<file path="config.mk">
export PLATFORM = sky130hd
export DESIGN_NAME = pool_window_gen
export DESIGN_NICKNAME = d
export VERILOG_FILES = /design/src/rtl/pool_pkg.sv /design/src/rtl/pool_line_buf.sv /design/src/rtl/pool_window_gen.sv
export SDC_FILE = /design/constraint.sdc
export NUM_CORES = 1
export LEC_CHECK = 0
export CORE_MARGIN = 2
export CORE_UTILIZATION = 58
export CTS_BUF_LIST = sky130_fd_sc_hd__clkbuf_8
export DETAILED_ROUTE_END_ITERATION = 7
export PLACE_DENSITY_LB_ADDON = 0.1
export SKIP_LAST_GASP = 1
export SLEW_MARGIN = 20
export SYNTH_ARGS = -nofsm -noshare
export SYNTH_HDL_FRONTEND = slang
export SYNTH_SLANG_ARGS = --single-unit
export TNS_END_PERCENT = 1
</file>
<file path="constraint.sdc">
create_clock -name clk -period 6.3 [get_ports clk]
set_clock_uncertainty 0.2 [all_clocks]
set_input_delay 1.26 -clock clk [delete_from_list [all_inputs] [get_ports clk]]
set_output_delay 1.26 -clock clk [all_outputs]
set_load 0.01 [all_outputs]
</file>
<file path="src/rtl/pool_pkg.sv">
// Shared definitions for the pooling window generator and avg_pool_2d:
// window size helper, flat packing index and the window FSM state type.
package pool_pkg;

    typedef enum logic [1:0] {
        FILL,
        EMIT,
        SKIP
    } pool_win_state_e;

    function automatic int win_elems(input int ker_x, input int ker_y, input int nfmaps);
        return ker_x * ker_y * nfmaps;
    endfunction

    // ky = 0 is the oldest row, kx = 0 the leftmost column
    function automatic int win_idx(input int ky, input int kx, input int f,
                                   input int ker_x = 2, input int nfmaps = 4);
        return (ky * ker_x + kx) * nfmaps + f;
    endfunction

endpackage

</file>
<file path="src/rtl/pool_line_buf.sv">
// Line buffer holding the KER_SIZE_Y-1 older rows of the current band, with one
// write port and a combinational KER_SIZE_X-wide column read across all rows.
module pool_line_buf
    import pool_pkg::*;
#(
    parameter int NBITS      = 8,
    parameter int NFMAPS     = 4,
    parameter int KER_SIZE_X = 2,
    parameter int KER_SIZE_Y = 2,
    parameter int IMG_WIDTH  = 8,
    localparam int PW    = NBITS * NFMAPS,
    localparam int CW    = $clog2(IMG_WIDTH),
    localparam int BW    = $clog2(KER_SIZE_Y),
    localparam int DEPTH = (KER_SIZE_Y - 1) * IMG_WIDTH,
    localparam int AW    = (DEPTH > 1) ? $clog2(DEPTH) : 1
)(
    input  logic                                   clk,
    input  logic                                   wr_en,
    input  logic [BW-1:0]                          wr_row,
    input  logic [CW-1:0]                          wr_col,
    input  logic [PW-1:0]                          wr_data,
    input  logic [CW-1:0]                          rd_col,
    output logic [(KER_SIZE_Y-1)*KER_SIZE_X*PW-1:0] rd_data
);

    logic [PW-1:0] mem_q [DEPTH];
    logic [AW-1:0] wr_addr;

    always_comb begin
        wr_addr = AW'(int'(wr_row) * IMG_WIDTH + int'(wr_col));
    end

    always_ff @(posedge clk) begin
        if (wr_en) begin
            mem_q[wr_addr] <= wr_data;
        end
    end

    // Columns past the row end only occur for tail positions that never complete
    always_comb begin
        int c;
        int a;
        c = 0;
        a = 0;
        rd_data = '0;
        for (int r = 0; r < KER_SIZE_Y - 1; r++) begin
            for (int k = 0; k < KER_SIZE_X; k++) begin
                c = int'(rd_col) + k;
                a = r * IMG_WIDTH + c;
                if (c < IMG_WIDTH) begin
                    rd_data[PW*(r*KER_SIZE_X+k) +: PW] = mem_q[AW'(a)];
                end
            end
        end
    end

endmodule

</file>
<file path="src/rtl/pool_window_gen.sv">
// Raster-order pixel stream to non-overlapping pooling windows, packed for avg_pool_2d.
// Optional macro POOL_WIN_SOF_EN adds in_sof to restart framing at any pixel.
module pool_window_gen
    import pool_pkg::*;
#(
    parameter int NBITS      = 8,
    parameter int NFMAPS     = 4,
    parameter int KER_SIZE_X = 2,
    parameter int KER_SIZE_Y = 2,
    parameter int IMG_WIDTH  = 8,
    parameter int IMG_HEIGHT = 8
)(
    input  logic                                             clk,
    input  logic                                             rstn,
    input  logic                                             in_valid,
    input  logic [NBITS*NFMAPS-1:0]                          in_act,
`ifdef POOL_WIN_SOF_EN
    input  logic                                             in_sof,
`endif
    output logic                                             out_valid,
    output logic [NBITS*NFMAPS*KER_SIZE_X*KER_SIZE_Y-1:0]    out_act,
    output logic                                             out_frame_done
);

    localparam int PW        = NBITS * NFMAPS;
    localparam int WIN_ELEMS = win_elems(KER_SIZE_X, KER_SIZE_Y, NFMAPS);
    localparam int OW        = NBITS * WIN_ELEMS;
    localparam int CW        = $clog2(IMG_WIDTH);
    localparam int RW        = $clog2(IMG_HEIGHT);
    localparam int BW        = $clog2(KER_SIZE_Y);
    localparam int TAIL_COL  = (IMG_WIDTH / KER_SIZE_X) * KER_SIZE_X;
    localparam int TAIL_ROW  = (IMG_HEIGHT / KER_SIZE_Y) * KER_SIZE_Y;

    logic [CW-1:0]          col_q, col_d;
    logic [RW-1:0]          row_q, row_d;
    pool_win_state_e        state_q, state_d, estate;
    logic                   out_valid_q, out_valid_d;
    logic [OW-1:0]          out_act_q, out_act_d;
    logic                   frame_done_q, frame_done_d;
    logic [KER_SIZE_X*PW-1:0] stage_q, stage_d;
    logic [OW-1:0]          win;
    logic                   sof;
    logic                   lb_wr_en;
    logic [(KER_SIZE_Y-1)*KER_SIZE_X*PW-1:0] lb_rd;
    int                     ecol, erow, kx, band, base;

    function automatic pool_win_state_e row_state(input int r);
        if (r >= TAIL_ROW) begin
            return SKIP;
        end else if (r % KER_SIZE_Y == KER_SIZE_Y - 1) begin
            return EMIT;
        end
        return FILL;
    endfunction

`ifdef POOL_WIN_SOF_EN
    assign sof = in_valid & in_sof;
`else
    assign sof = 1'b0;
`endif

    // A start-of-frame pixel is treated as position (0,0) in FILL
    always_comb begin
        ecol   = sof ? 0 : int'(col_q);
        erow   = sof ? 0 : int'(row_q);
        estate = sof ? FILL : state_q;
        kx     = ecol % KER_SIZE_X;
        band   = erow % KER_SIZE_Y;
        base   = ecol - kx;
    end

    pool_line_buf #(
        .NBITS      (NBITS),
        .NFMAPS     (NFMAPS),
        .KER_SIZE_X (KER_SIZE_X),
        .KER_SIZE_Y (KER_SIZE_Y),
        .IMG_WIDTH  (IMG_WIDTH)
    ) u_line_buf (
        .clk     (clk),
        .wr_en   (lb_wr_en),
        .wr_row  (BW'(band)),
        .wr_col  (CW'(ecol)),
        .wr_data (in_act),
        .rd_col  (CW'(base)),
        .rd_data (lb_rd)
    );

    // Buffered rows fill ky < KER_SIZE_Y-1; the last row comes from staging plus the live pixel
    always_comb begin
        win = '0;
        for (int ky = 0; ky < KER_SIZE_Y; ky++) begin
            for (int x = 0; x < KER_SIZE_X; x++) begin
                for (int f = 0; f < NFMAPS; f++) begin
                    if (ky < KER_SIZE_Y - 1) begin
                        win[NBITS*win_idx(ky, x, f, KER_SIZE_X, NFMAPS) +: NBITS] =
                            lb_rd[PW*(ky*KER_SIZE_X+x) + NBITS*f +: NBITS];
                    end else if (x == KER_SIZE_X - 1) begin
                        win[NBITS*win_idx(ky, x, f, KER_SIZE_X, NFMAPS) +: NBITS] =
                            in_act[NBITS*f +: NBITS];
                    end else begin
                        win[NBITS*win_idx(ky, x, f, KER_SIZE_X, NFMAPS) +: NBITS] =
                            stage_q[PW*x + NBITS*f +: NBITS];
                    end
                end
            end
        end
    end

    always_comb begin
        col_d        = col_q;
        row_d        = row_q;
        state_d      = state_q;
        out_valid_d  = 1'b0;
        out_act_d    = out_act_q;
        frame_done_d = 1'b0;
        stage_d      = stage_q;
        lb_wr_en     = 1'b0;
        if (in_valid) begin
            lb_wr_en = (estate == FILL);
            if (estate == EMIT) begin
                stage_d[PW*kx +: PW] = in_act;
                if (kx == KER_SIZE_X - 1 && ecol < TAIL_COL) begin
                    out_valid_d = 1'b1;
                    out_act_d   = win;
                end
            end
            if (ecol == IMG_WIDTH - 1) begin
                col_d = '0;
                if (erow == IMG_HEIGHT - 1) begin
                    row_d        = '0;
                    state_d      = FILL;
                    frame_done_d = 1'b1;
                end else begin
                    row_d   = RW'(erow + 1);
                    state_d = row_state(erow + 1);
                end
            end else begin
                col_d   = CW'(ecol + 1);
                row_d   = RW'(erow);
                state_d = estate;
            end
        end
    end

    always_ff @(posedge clk or negedge rstn) begin
        if (!rstn) begin
            col_q        <= '0;
            row_q        <= '0;
            state_q      <= FILL;
            out_valid_q  <= 1'b0;
            out_act_q    <= '0;
            frame_done_q <= 1'b0;
        end else begin
            col_q        <= col_d;
            row_q        <= row_d;
            state_q      <= state_d;
            out_valid_q  <= out_valid_d;
            out_act_q    <= out_act_d;
            frame_done_q <= frame_done_d;
        end
    end

    always_ff @(posedge clk) begin
        stage_q <= stage_d;
    end

    assign out_valid      = out_valid_q;
    assign out_act        = out_act_q;
    assign out_frame_done = frame_done_q;

endmodule

</file>
* Word level (Yosys, flattened, before mapping) *
Memories as Yosys holds them, arrays and structs flattened. A register that Yosys moved wholly into a read port is not among the register bits.
Index checks and enable logic that the tools add are counted.

operators by class
  add/sub/neg operators = 6
  order comparisons = 4
  eq/ne operators = 4
  shift-type cells = 2
  mux-type cells = 23
  bitwise gates (word level) = 1
  reductions and logical operators = 7

operators by type and width
  cell                                                                       number
  64-bit bitwise mux                                                         1
  32-bit 2-to-1 mux                                                          2
  32-bit by 33-bit variable shift with 64-bit output (first input constant)  1
  32-bit by 33-bit variable part select with 64-bit output                   1
  6-bit negator with 33-bit output                                           1
  32-bit by 5-bit < comparator with 1-bit output (second input constant)     1
  1-bit 2-to-1 mux                                                           14
  3-bit by 1-bit adder with 4-bit output (second input constant)             2
  3-bit by 4-bit < comparator with 1-bit output (second input constant)      2
  2-bit 2-to-1 mux                                                           4
  3-bit by 1-bit == test with 1-bit output (second input constant)           2
  3-bit 2-to-1 mux                                                           2
  4-bit greater-or-equal comparator (second input constant)                  1
  2-bit AND reduction                                                        2
  1-bit by 3-bit adder with 3-bit output (first input constant)              1
  3-bit by 1-bit adder with 3-bit output (second input constant)             1
  3-bit AND reduction                                                        1
  3-bit by 1-bit subtractor with 3-bit output                                1
  2-bit by 1-bit == test with 1-bit output (second input constant)           1
  2-bit == test (second input constant)                                      1
  1-bit logical NOT                                                          2
  2-bit logical NOT                                                          1
  1-bit AND (first input constant)                                           1
  1-bit logical AND                                                          1

storage, ports and cells
  register bits after elaboration = 202
  RAM bits = 256
  output and inout port bits = 130
  logic and storage cells = 55
  memories kept = 1

memories
  name              depth  bits a word  rd ports  clocked after memory_dff  write ports  RTL line             text
  u_line_buf.mem_q  8      32           2         2                         1            pool_line_buf.sv:26  logic [PW-1:0] mem_q [DEPTH];

* Logic depth before layout (Yosys ltp) *
  depth in word-level cells = 10
  mapped depth = 5
  gate-level depth less buffers = 4

* Hierarchy *
From an unflattened synthesis, not the netlist that was laid out.

unflattened totals
  cells, all modules = 875
  area, all modules = 18056.1 um^2

by module, submodules not included
  module           instances  cells an instance  area each (um^2)
  pool_line_buf    1          506                11637.4
  pool_window_gen  1          369                6418.7

* Worst setup path after synthesis *
No wires, ideal clock.

  path type = input to register
  start point = input port in_valid
  end point = register stage_q[0], enable pin
  setup time = 0.502 ns
  arrival = 4.582 ns
  path slack = 1.016 ns
  cell stages on the path = 2
  cells stage by stage = buf_4 > nor4bb_1

between the ends
  word-level cells in the longest chain between the ends = 1

ends and longest elaborated chain
  what                           RTL line                text
  start, declared                pool_window_gen.sv:15   input logic in_valid,
  2-bit AND reduction (no line)  -
  end signal, assigned           pool_window_gen.sv:164  stage_q <= stage_d;
  end, declared                  pool_window_gen.sv:40   logic [KER_SIZE_X*PW-1:0] stage_q, stage_d;

Every way passes these cells.
A chain may end at the register's enable or synchronous reset.

* Final worst setup path *
  start point = input port in_valid
  end point = memory u_line_buf.mem_q[0][1] (netlist bit), enable pin

between the ends
  word-level cells in the longest chain between the ends = 3

ends and longest elaborated chain
  what                                    RTL line                text
  1-bit 2-to-1 mux                        pool_window_gen.sv:118  if (in_valid) begin
  1-bit 2-to-1 mux                        pool_line_buf.sv:34     if (wr_en) begin
  1-bit 2-to-1 mux (implied by the code)  pool_line_buf.sv:35     mem_q[wr_addr] <= wr_data;
  end, declared                           pool_line_buf.sv:26

Every way passes these cells.

==> results.cfg <==
[synth]
ys_seq_elements = 425
yosys_warnings = 0
ys_types = 24
avgSynthCellArea_um2 = 21.8
seq_area_frac_synth = 0.773
syn-cell-area_mm2 = 0.0156
syn_nets = 757
synthCells = 718

[pwr]
p_leak_nw = 6.84
p_int_mw = 6.38
clkPwrFrac = 0.233
p_total_mw = 8.92
power_frac_comb = 0.294
seq_power_share = 0.473
p_switching_mw = 2.54
power_density_mw_per_mm2 = 472
netSwitchingFraction = 0.285
max-vdd-ir-drop_v = 0.000262

[grt]
grt_util_all_layers = 0.219
grt_pass1_vias = 8227
grt_max_degree = 130
antenna_found_initial = 0
grt_first_pass_wirelength_um = 46800
gr-total-overflow = 0

[detailed_routing]
first_pass_iters = 6
drtIter0Drc = 556
wl_um = 29600
vias_per_cell = 5.65
drt-wirelength-per-cell_um = 22.4
drc = 0
final_antenna_net_count = 0
vias = 7469

[placed_design]
io_buffers = 164
dpl_worst_slack_ns = 1.91
place_hpwl_um = 17200
placed_cells = 1195
finalWeightedCongestion = 0.704

[critical_path]
cp.required_ns = 6.31
critPathLaunchType = input port
r2r_cells = 3
cp_max_fo = 22
arrival_ns = 3.85
endpoint_kind = flip-flop
worst-setup-path-type = input port to flip-flop

[sta]
slew_violations = 0
setup_slack_ns = 2.47
slew-limit-headroom = 0.284
tightestPinTransition_ns = 1.07
period_minus_slack_ns = 3.83
finalSetupViolations = 0
fmax_ghz = 0.261
period_share = 0.609
hold_viol = 0
finalSetupTns_ns = 0
grt_setup_unrepaired = false

[floorplan]
die_x_um = 168
coreArea_mm2 = 0.0267
fp.dieArea_mm2 = 0.0283
die_h_um = 168
rows = 60
start_util = 0.585
io_pins = 165

[cells_and_area]
syn_to_final_growth_pct = 21.0
drive_gt1_frac = 0.307
fin_util = 0.708
multi_input_area_mm2 = 0.00340
final_nets = 965
fillers = 1640
diodes = 0
seq_area_mm2 = 0.0121
final_cells = 1321

[clock_tree]
post_cts_resized = 0
cts_buffers = 67
cts_hold_buf = 0
tritoncts = yes
cts.htree.levels = 3
cts.sinks = 425
path_clk_slew_ns = 0.06
root_buffer = clkbuf_8
post-cts-setup-buffers = 0
clockBufferDepth = 3
clk_latency_ns = 0.58

[status]
status = finished clean

[min_path]
min_path_type = flip-flop to flip-flop
holdPathStages = 1

[job]
maxCapViolCount = 0
[power by group through the flow]
stage | combinational (mW) | clock [mW] | sequential [mW]
6_report | 2.62 | 2.08 | 4.22
5_1_grt | 2.80 | 2.26 | 4.32
4_1_cts | 2.66 | 2.14 | 4.24
3_5_place_dp | 2.65 | 0 | 4.29
3_3_place_gp | 2.59 | 0 | 4.24
2_1_floorplan | 1.39 | 0 | 4.21
[final timing paths]
path	slack, ns	startpoint	end
worst min register to register	0.27	stage_q[4]$_DFFE_PP_	out_act[68]$_DFFE_PN0P_
worst max-delay path	2.47	in_valid	u_line_buf.mem_q[0][1]$_DFFE_PP_
max in group asynchronous	4.11	rstn	out_act[40]$_DFFE_PN0P_
worst min-delay path	0.27	stage_q[4]$_DFFE_PP_	out_act[68]$_DFFE_PN0P_
worst max register to register	2.92	col_q[0]$_DFFE_PN0P_	u_line_buf.mem_q[0][1]$_DFFE_PP_
min in group asynchronous	0.53	rstn	out_act[93]$_DFFE_PN0P_
[flip-flops by register name, summed over array words and instances (netlist names)]
signal,cells
out_valid,1
row_q,3
estate,1
u_line_buf.mem_q,256
out_frame_done,1
stage_q,32
col_q,3
out_act,128
[layout make-up]
class | count | share of cell area
clock buffers | 73 | 0.0531
flip-flops and latches | 425 | 0.639
well taps | 341 | 0.0226
multi-input cells | 256 | 0.180
repair buffers | 174 | 0.0939
clock inverters | 50 | 0.0112
inverters | 2 | 0.000397
[routing by layer]
layer	global-route usage	vias up	wire, µm
li1	-	3251	-
met1	0.303	3934	12700
met2	0.353	223	14700
met3	0.0470	61	1610
met4	0.0776	0	601
met5	0	-	0
[through the flow]
step	cell area (µm²)	hold slack, ns
after floorplan	15600	0.255
after global placement	17600	0.257
after detailed placement	17600	0.266
after CTS	18800	0.275
after global routing	18900	0.281
final	18900	0.272
[critical path, stage by stage]
cell             delay (ns)
clkdlybuf4s50_1        0.68
or4b_1                 0.66
nor3_2                 0.76
buf_4                  0.47
[synth_stat cells, drive strengths merged]
cell | count | area share
and3 | 1 | 0.00040
and4b | 1 | 0.00064
buf | 24 | 0.011
clkbuf | 11 | 0.0026
dfrtp | 137 | 0.22
edfxtp | 288 | 0.55
ha | 4 | 0.0032
inv | 2 | 0.00048
mux2 | 134 | 0.097
mux4 | 64 | 0.092
nand2 | 2 | 0.00048
nand2b | 2 | 0.00080
nand3b | 1 | 0.00048
nand4b | 1 | 0.00056
nand4bb | 1 | 0.00072
nor2 | 8 | 0.0019
nor2b | 32 | 0.013
nor3 | 2 | 0.00064
nor4bb | 1 | 0.00064
o21ai | 1 | 0.00032
or4b | 1 | 0.00064
[cells in the final DEF (no fill, tap or decap)]
cell,n
buf_16,1
or4b_1,1
nand3b_1,1
clkinvlp_4,3
nand4bb_1,1
dfrtp_4,2
mux4_2,64
nand2_1,2
and4b_1,1
nor2_4,6
buf_4,6
nor4bb_4,1
ha_1,4
buf_6,1
nand4b_1,1
inv_1,33
nor2_1,2
dfrtp_1,134
inv_6,2
dfrtp_2,1
clkdlybuf4s50_1,163
nor2b_1,32
mux2_2,134
buf_12,3
and3_1,1
clkinv_1,12
clkinv_2,2
edfxtp_1,288
clkbuf_8,73
nand2b_1,2
nor3_2,2
o21ai_0,1
[logic make-up after synthesis]
family,share of synthesized area
DFF,0.773
AOI/OAI and AO/OA,0.000320
adders and majority gates,0.00320
and+or+nand+nor,0.0207
muxes,0.189
buffers and inverters,0.0141
Note: power is estimated with default switching activity, not from simulation.
